`config.mk`:
```
export PLATFORM = sky130hd
export DESIGN_NAME = mul_pipe2_flat
export DESIGN_NICKNAME = d
export VERILOG_FILES = /design/src/rtl/mul_pipe2_if.sv /design/src/rtl/mul_pipe2.sv /design/src/flat_wrapper.sv
export SDC_FILE = /design/constraint.sdc
export NUM_CORES = 2
export LEC_CHECK = 0
export ABC_AREA = 1
export BUFFER_PORTS_ARGS = -buffer_cell sky130_fd_sc_hd__buf_2
export CORE_MARGIN = 3
export CORE_UTILIZATION = 55
export DETAILED_ROUTE_END_ITERATION = 10
export HOLD_SLACK_MARGIN = 0.02
export PLACE_DENSITY = 0.83
export SLEW_MARGIN = 20
export SYNTH_ARGS = -nofsm -noshare
export SYNTH_HDL_FRONTEND = slang
export SYNTH_SLANG_ARGS = --single-unit
```
`constraint.sdc`:
```
create_clock -name clk -period 9.4 [get_ports clk]
set_clock_uncertainty 0.2 [all_clocks]
set_input_delay 1.88 -clock clk [delete_from_list [all_inputs] [get_ports clk]]
set_output_delay 1.88 -clock clk [all_outputs]
set_load 0.05 [all_outputs]
```
`src/rtl/mul_pipe2_if.sv`:
```
// Handshake and payload bundle for the two-stage significand multiplier.
interface mul_pipe2_if #(
    parameter int unsigned SIGN_W = 1,
    parameter int unsigned EXPO_W = 8,
    parameter int unsigned MANT_W = 23
);
    localparam int unsigned SIG_W  = MANT_W + 1;
    localparam int unsigned PROD_W = 2 * SIG_W;
    localparam int unsigned PEXP_W = EXPO_W + 2;

    logic              in_valid;
    logic              in_ready;
    logic [SIGN_W-1:0] a_sign;
    logic [SIGN_W-1:0] b_sign;
    logic [EXPO_W-1:0] a_expo;
    logic [EXPO_W-1:0] b_expo;
    logic [MANT_W-1:0] a_mant;
    logic [MANT_W-1:0] b_mant;
    logic              a_is_sub;
    logic              b_is_sub;
    logic              a_is_n0;
    logic              b_is_n0;
    logic              r_isnan;
    logic              is_inf_nan;
    logic              r_is0nan;

    logic              out_valid;
    logic              out_ready;
    logic [SIGN_W-1:0] p_sign;
    logic [PEXP_W-1:0] p_expo;
    logic [PROD_W-1:0] p_prod;
    logic              p_zero;
    logic              p_isnan;
    logic              p_inf_nan;
    logic              p_is0nan;

    modport master (
        output in_valid, a_sign, b_sign, a_expo, b_expo, a_mant, b_mant,
               a_is_sub, b_is_sub, a_is_n0, b_is_n0, r_isnan, is_inf_nan, r_is0nan,
               out_ready,
        input  in_ready, out_valid, p_sign, p_expo, p_prod, p_zero,
               p_isnan, p_inf_nan, p_is0nan
    );

    modport slave (
        input  in_valid, a_sign, b_sign, a_expo, b_expo, a_mant, b_mant,
               a_is_sub, b_is_sub, a_is_n0, b_is_n0, r_isnan, is_inf_nan, r_is0nan,
               out_ready,
        output in_ready, out_valid, p_sign, p_expo, p_prod, p_zero,
               p_isnan, p_inf_nan, p_is0nan
    );
endinterface

```
`src/rtl/mul_pipe2.sv`:
```
// Two-stage FP significand multiplier: S1 preps operands and forms split partial
// products, S2 sums them; valid/ready elastic pipeline with no skid buffer.
module mul_pipe2 #(
    parameter int unsigned SIGN_W = 1,
    parameter int unsigned EXPO_W = 8,
    parameter int unsigned MANT_W = 23
) (
    input  logic         clk,
    input  logic         rst_n,
    mul_pipe2_if.slave   bus
);
    localparam int unsigned SIG_W  = MANT_W + 1;
    localparam int unsigned H      = SIG_W / 2;
    localparam int unsigned HI_W   = SIG_W - H;
    localparam int unsigned LO_W   = SIG_W + H;
    localparam int unsigned HP_W   = SIG_W + HI_W;
    localparam int unsigned PROD_W = 2 * SIG_W;
    localparam int unsigned PEXP_W = EXPO_W + 2;
    localparam int unsigned BIAS   = (1 << (EXPO_W - 1)) - 1;

    logic s1_load;
    logic s2_load;

    logic v1_q, v1_d;
    logic v2_q, v2_d;

    logic [SIGN_W-1:0] s1_sign_q, s1_sign_d;
    logic [PEXP_W-1:0] s1_expo_q, s1_expo_d;
    logic [LO_W-1:0]   s1_lo_q,   s1_lo_d;
    logic [HP_W-1:0]   s1_hi_q,   s1_hi_d;
    logic              s1_zero_q, s1_zero_d;
    logic              s1_nan_q,  s1_nan_d;
    logic              s1_inf_q,  s1_inf_d;
    logic              s1_z0n_q,  s1_z0n_d;

    logic [SIGN_W-1:0] s2_sign_q, s2_sign_d;
    logic [PEXP_W-1:0] s2_expo_q, s2_expo_d;
    logic [PROD_W-1:0] s2_prod_q, s2_prod_d;
    logic              s2_zero_q, s2_zero_d;
    logic              s2_nan_q,  s2_nan_d;
    logic              s2_inf_q,  s2_inf_d;
    logic              s2_z0n_q,  s2_z0n_d;

    logic [SIG_W-1:0]  a_sig;
    logic [SIG_W-1:0]  b_sig;
    logic [EXPO_W-1:0] a_eff;
    logic [EXPO_W-1:0] b_eff;

    // Back-pressure chain; in_ready is forced high while reset holds both stages empty.
    assign s2_load      = !v2_q || bus.out_ready;
    assign s1_load      = !v1_q || s2_load;
    assign bus.in_ready = !rst_n || s1_load;

    // Operand prep: hidden bit from subnormal flag, subnormals use exponent 1.
    always_comb begin
        a_sig = {~bus.a_is_sub, bus.a_mant};
        b_sig = {~bus.b_is_sub, bus.b_mant};
        a_eff = bus.a_is_sub ? EXPO_W'(1) : bus.a_expo;
        b_eff = bus.b_is_sub ? EXPO_W'(1) : bus.b_expo;
    end

    always_comb begin
        v1_d      = v1_q;
        s1_sign_d = s1_sign_q;
        s1_expo_d = s1_expo_q;
        s1_lo_d   = s1_lo_q;
        s1_hi_d   = s1_hi_q;
        s1_zero_d = s1_zero_q;
        s1_nan_d  = s1_nan_q;
        s1_inf_d  = s1_inf_q;
        s1_z0n_d  = s1_z0n_q;
        if (s1_load) begin
            v1_d      = bus.in_valid;
            s1_sign_d = bus.a_sign ^ bus.b_sign;
            s1_expo_d = PEXP_W'(a_eff) + PEXP_W'(b_eff) - PEXP_W'(BIAS);
            s1_lo_d   = LO_W'(a_sig) * LO_W'(b_sig[H-1:0]);
            s1_hi_d   = HP_W'(a_sig) * HP_W'(b_sig[SIG_W-1:H]);
            s1_zero_d = bus.a_is_n0 | bus.b_is_n0;
            s1_nan_d  = bus.r_isnan;
            s1_inf_d  = bus.is_inf_nan;
            s1_z0n_d  = bus.r_is0nan;
        end
    end

    // Recombine the upper partial product at its H-bit offset.
    always_comb begin
        v2_d      = v2_q;
        s2_sign_d = s2_sign_q;
        s2_expo_d = s2_expo_q;
        s2_prod_d = s2_prod_q;
        s2_zero_d = s2_zero_q;
        s2_nan_d  = s2_nan_q;
        s2_inf_d  = s2_inf_q;
        s2_z0n_d  = s2_z0n_q;
        if (s2_load) begin
            v2_d      = v1_q;
            s2_sign_d = s1_sign_q;
            s2_expo_d = s1_expo_q;
            s2_prod_d = PROD_W'(s1_lo_q) + (PROD_W'(s1_hi_q) << H);
            s2_zero_d = s1_zero_q;
            s2_nan_d  = s1_nan_q;
            s2_inf_d  = s1_inf_q;
            s2_z0n_d  = s1_z0n_q;
        end
    end

    always_ff @(posedge clk) begin
        if (!rst_n) begin
            v1_q      <= 1'b0;
            v2_q      <= 1'b0;
            s1_sign_q <= '0;
            s1_expo_q <= '0;
            s1_lo_q   <= '0;
            s1_hi_q   <= '0;
            s1_zero_q <= 1'b0;
            s1_nan_q  <= 1'b0;
            s1_inf_q  <= 1'b0;
            s1_z0n_q  <= 1'b0;
            s2_sign_q <= '0;
            s2_expo_q <= '0;
            s2_prod_q <= '0;
            s2_zero_q <= 1'b0;
            s2_nan_q  <= 1'b0;
            s2_inf_q  <= 1'b0;
            s2_z0n_q  <= 1'b0;
        end else begin
            v1_q      <= v1_d;
            v2_q      <= v2_d;
            s1_sign_q <= s1_sign_d;
            s1_expo_q <= s1_expo_d;
            s1_lo_q   <= s1_lo_d;
            s1_hi_q   <= s1_hi_d;
            s1_zero_q <= s1_zero_d;
            s1_nan_q  <= s1_nan_d;
            s1_inf_q  <= s1_inf_d;
            s1_z0n_q  <= s1_z0n_d;
            s2_sign_q <= s2_sign_d;
            s2_expo_q <= s2_expo_d;
            s2_prod_q <= s2_prod_d;
            s2_zero_q <= s2_zero_d;
            s2_nan_q  <= s2_nan_d;
            s2_inf_q  <= s2_inf_d;
            s2_z0n_q  <= s2_z0n_d;
        end
    end

    assign bus.out_valid = v2_q;
    assign bus.p_sign    = s2_sign_q;
    assign bus.p_expo    = s2_expo_q;
    assign bus.p_prod    = s2_prod_q;
    assign bus.p_zero    = s2_zero_q;
    assign bus.p_isnan   = s2_nan_q;
    assign bus.p_inf_nan = s2_inf_q;
    assign bus.p_is0nan  = s2_z0n_q;
endmodule

```
`src/flat_wrapper.sv`:
```
// flat-port wrapper written by rule: the top's interface ports become plain ports
module mul_pipe2_flat 
#(
    parameter int unsigned SIGN_W = 1,
    parameter int unsigned EXPO_W = 8,
    parameter int unsigned MANT_W = 23
)
  (clk, rst_n, bus_in_valid, bus_a_sign, bus_b_sign, bus_a_expo, bus_b_expo, bus_a_mant, bus_b_mant, bus_a_is_sub, bus_b_is_sub, bus_a_is_n0, bus_b_is_n0, bus_r_isnan, bus_is_inf_nan, bus_r_is0nan, bus_out_ready, bus_in_ready, bus_out_valid, bus_p_sign, bus_p_expo, bus_p_prod, bus_p_zero, bus_p_isnan, bus_p_inf_nan, bus_p_is0nan);
  mul_pipe2_if #(.SIGN_W(SIGN_W), .EXPO_W(EXPO_W), .MANT_W(MANT_W)) bus_i ();
  input  logic clk;
  input  logic rst_n;
  input wire logic [$bits(bus_i.in_valid)-1:0] bus_in_valid;
  input wire logic [$bits(bus_i.a_sign)-1:0] bus_a_sign;
  input wire logic [$bits(bus_i.b_sign)-1:0] bus_b_sign;
  input wire logic [$bits(bus_i.a_expo)-1:0] bus_a_expo;
  input wire logic [$bits(bus_i.b_expo)-1:0] bus_b_expo;
  input wire logic [$bits(bus_i.a_mant)-1:0] bus_a_mant;
  input wire logic [$bits(bus_i.b_mant)-1:0] bus_b_mant;
  input wire logic [$bits(bus_i.a_is_sub)-1:0] bus_a_is_sub;
  input wire logic [$bits(bus_i.b_is_sub)-1:0] bus_b_is_sub;
  input wire logic [$bits(bus_i.a_is_n0)-1:0] bus_a_is_n0;
  input wire logic [$bits(bus_i.b_is_n0)-1:0] bus_b_is_n0;
  input wire logic [$bits(bus_i.r_isnan)-1:0] bus_r_isnan;
  input wire logic [$bits(bus_i.is_inf_nan)-1:0] bus_is_inf_nan;
  input wire logic [$bits(bus_i.r_is0nan)-1:0] bus_r_is0nan;
  input wire logic [$bits(bus_i.out_ready)-1:0] bus_out_ready;
  output wire logic [$bits(bus_i.in_ready)-1:0] bus_in_ready;
  output wire logic [$bits(bus_i.out_valid)-1:0] bus_out_valid;
  output wire logic [$bits(bus_i.p_sign)-1:0] bus_p_sign;
  output wire logic [$bits(bus_i.p_expo)-1:0] bus_p_expo;
  output wire logic [$bits(bus_i.p_prod)-1:0] bus_p_prod;
  output wire logic [$bits(bus_i.p_zero)-1:0] bus_p_zero;
  output wire logic [$bits(bus_i.p_isnan)-1:0] bus_p_isnan;
  output wire logic [$bits(bus_i.p_inf_nan)-1:0] bus_p_inf_nan;
  output wire logic [$bits(bus_i.p_is0nan)-1:0] bus_p_is0nan;
  assign bus_i.in_valid = bus_in_valid;
  assign bus_i.a_sign = bus_a_sign;
  assign bus_i.b_sign = bus_b_sign;
  assign bus_i.a_expo = bus_a_expo;
  assign bus_i.b_expo = bus_b_expo;
  assign bus_i.a_mant = bus_a_mant;
  assign bus_i.b_mant = bus_b_mant;
  assign bus_i.a_is_sub = bus_a_is_sub;
  assign bus_i.b_is_sub = bus_b_is_sub;
  assign bus_i.a_is_n0 = bus_a_is_n0;
  assign bus_i.b_is_n0 = bus_b_is_n0;
  assign bus_i.r_isnan = bus_r_isnan;
  assign bus_i.is_inf_nan = bus_is_inf_nan;
  assign bus_i.r_is0nan = bus_r_is0nan;
  assign bus_i.out_ready = bus_out_ready;
  assign bus_in_ready = bus_i.in_ready;
  assign bus_out_valid = bus_i.out_valid;
  assign bus_p_sign = bus_i.p_sign;
  assign bus_p_expo = bus_i.p_expo;
  assign bus_p_prod = bus_i.p_prod;
  assign bus_p_zero = bus_i.p_zero;
  assign bus_p_isnan = bus_i.p_isnan;
  assign bus_p_inf_nan = bus_i.p_inf_nan;
  assign bus_p_is0nan = bus_i.p_is0nan;
  mul_pipe2 #(.SIGN_W(SIGN_W), .EXPO_W(EXPO_W), .MANT_W(MANT_W)) u_core (.clk(clk), .rst_n(rst_n), .bus(bus_i));
endmodule
```
==> out/results.txt <==
mean area per synthesized cell = 7.12 um2
final setup fails = 0
area share of the largest cell type after synthesis = 33.4%
IO Port Bufs = 139
Post-Synthesis Cells = 3,725
setup bufs post-CTS = 0
Final ANT Viol Nets = 0
Clock Path Buffers = 2
hold path cells = 2
startpoint types = input port
Final Cycle Share = 72.8%
width of the die = 226 um
Synthesis Warnings = 0
Reg area = 3040 um2
via count = 23,620
largest net degree at the start of global routing = 94
standard-cell row count = 79
worst-margin pin slew = 0.858 ns
CP max FO = 21
initial antenna violation count = 0
Unique masters post-synth = 43
Synth top cells by count = 1,071 x nand2_1, 881 x inv_1, 442 x fa_1, 245 x nor2_1, 181 x ha_1
routed wire length per instance = 16.9 um
count leader, synth = nand2_1
post_cts resized = 0
GRT Total Usage = 30.2%
CTS Hold Bufs = 0
CTS tree = built
top_reg_cell synth = dfxtp_1
DRT iter0 DRCs = 1,841
Setup CP Type = in2reg
Synth async-reset ratio = 0%
first-pass GRT wire length = 122,000 um
Worst setup EP type = flip-flop
H-tree levels = 4
Fill cells = 4,275
Initial Util = 56.4%
CTS clk-pin slew, worst paths = 0.07 ns
Root Buffer Master = clkbuf_16
die footprint = 50,900 um2
total grt overflow = 0
Nets = 4,450
minimum clock period = 6.85 ns
post-synthesis sequential area ratio = 11.5%
Initial DRT Pass Iterations = 6
mapped cell area = 26,500 um2
critical path data arrival time = 6.97 ns
HPWL Detailed = 57,800 um
setup tns final = 0 ns
IO Pins = 140
number of synthesized flops with an enable pin = 0
Fmax = 146 MHz
share of cells above drive strength 1 = 6.59%
Final Wtd Congestion = 1.01
outcome = complete, no violations
CP required = 9.53 ns
Placeable Area = 47,100 um2
max-slew violations = 0
vias in the first global route = 24,709
largest cells by area after synthesis = fa_1 33%, nand2_1 15%, inv_1 12%
drt total wl = 74,000 um
worst min-delay path class = reg2reg
clock sink count = 152
RSZ-0062 raised after global routing = false
DRC = 0
headroom to the max-slew limit = 42.8%
post-synthesis register bit count = 152
clk_lat worst skew = 0.44 ns
worst reg-to-reg path cell count = 9
P&R area growth vs syn = 5.77%
detail-routed via count per cell = 5.41
maxcap violations = 0
Num CTS Buffers = 17
post-synth net total = 4,423
multi-input logic area = 19,600 um2
final hold violations = 0
n_diodes = 0
Yosys top cell by area = fa_1
Die Y-Extent = 226 um
-- metrics by stage --
| stage | cell area, um2 | instances | worst slack, ns | util [%] | hold WS [ns] |
|---|---|---|---|---|---|
| final | 28100 | 4370 | 2.55 | 59.6 | 0.254 |
| after global routing | 28100 | 4370 | 2.26 | 59.6 | 0.270 |
| after CTS | 28100 | 4370 | 2.64 | 59.6 | 0.255 |
| after detailed placement | 27500 | 4340 | 2.16 | 58.4 | 0.243 |
| after global placement | 27500 | 4340 | 2.16 | 58.4 | 0.235 |
| after floorplan | 26500 | 3725 | 3.01 | - | 0.221 |
-- cell usage in the layout (no fill, tap or decap), types with 22 or more instances in the layout --
cell type  synthesis  routed
nand2_1         1071    1071
inv_1            881     881
fa_1             442     442
nor2_1           245     245
ha_1             181     181
dfxtp_1          152     152
buf_2             10     139
o21ai_0          135     135
a21oi_1          131     131
nand3_1          119     119
o21bai_1          25      25
nor3_1            22      22
-- flip-flops by register name, summed over array words and instances (netlist names), 10 cells and up --
name	cells
u_core.bus.p_prod	48
u_core.s1_hi_q	36
u_core.s1_lo_q	36
u_core.bus.p_expo	10
u_core.s1_expo_q	10
-- critical path, cell delays in order --
cell and delay [ns]:
buf_2 0.28, inv_1 0.50, nand2_1 0.16, fa_1 0.55
inv_1 0.05, fa_1 0.50, inv_1 0.06, fa_1 0.54
inv_1 0.05, fa_1 0.51, fa_1 0.45, ha_1 0.45
nand2_1 0.13, nor2_1 0.22, nand2_1 0.12, nor3_1 0.14
nand2_1 0.10, nand2_1 0.07, nand2_1 0.04, nand3_1 0.10
nand2_1 0.06
-- path summary, 6_finish.rpt --
check | startpoint | endpoint | slack, ns
max | bus_a_is_sub | u_core.s1_hi_q[33] | 2.55
min reg2reg | u_core.s1_hi_q[35] | u_core.s1_hi_q[35] | 0.25
min | u_core.s1_hi_q[35] | u_core.s1_hi_q[35] | 0.25
max reg2reg | u_core.bus.out_valid | u_core.s1_lo_q[0] | 6.08
-- kinds of logic (layout without fill, tap and decap cells) --
family	count (synthesis)	in the layout	synth area share, %
adders and majority gates	623	623	41.9
xor gates and xnor gates	27	27	0.891
AOI/OAI and AO/OA	353	353	7.42
and+or+nand+nor	1539	1539	23.5
buffers and inverters	1031	1069	14.8
DFF	152	152	11.5
-- per-layer routing --
metal / global-route usage (%) / share of wire [%] / vias to the layer above
met2: 52.6 / 48 / 1050
met4: 11.8 / 4.1 / 0
met1: 37.2 / 39 / 11299
met5: 0 / 0 / -
li1: - / - / 11025
met3: 5.67 / 8.6 / 246
-- area by class of cell --
| cell class | count | share of cell area [%] |
|---|---|---|
| timing repair buffer | 144 | 2.61 |
| clock buffer | 18 | 1.57 |
| multi-input combinational | 2542 | 69.7 |
| tap | 607 | 2.71 |
| sequential | 152 | 10.8 |
| clock inverter | 12 | 0.593 |
| inverter | 895 | 12.0 |
Power is left out: the tool's default activity adds up to more than one toggle a clock period on the data nets, which glitch-free logic cannot reach.
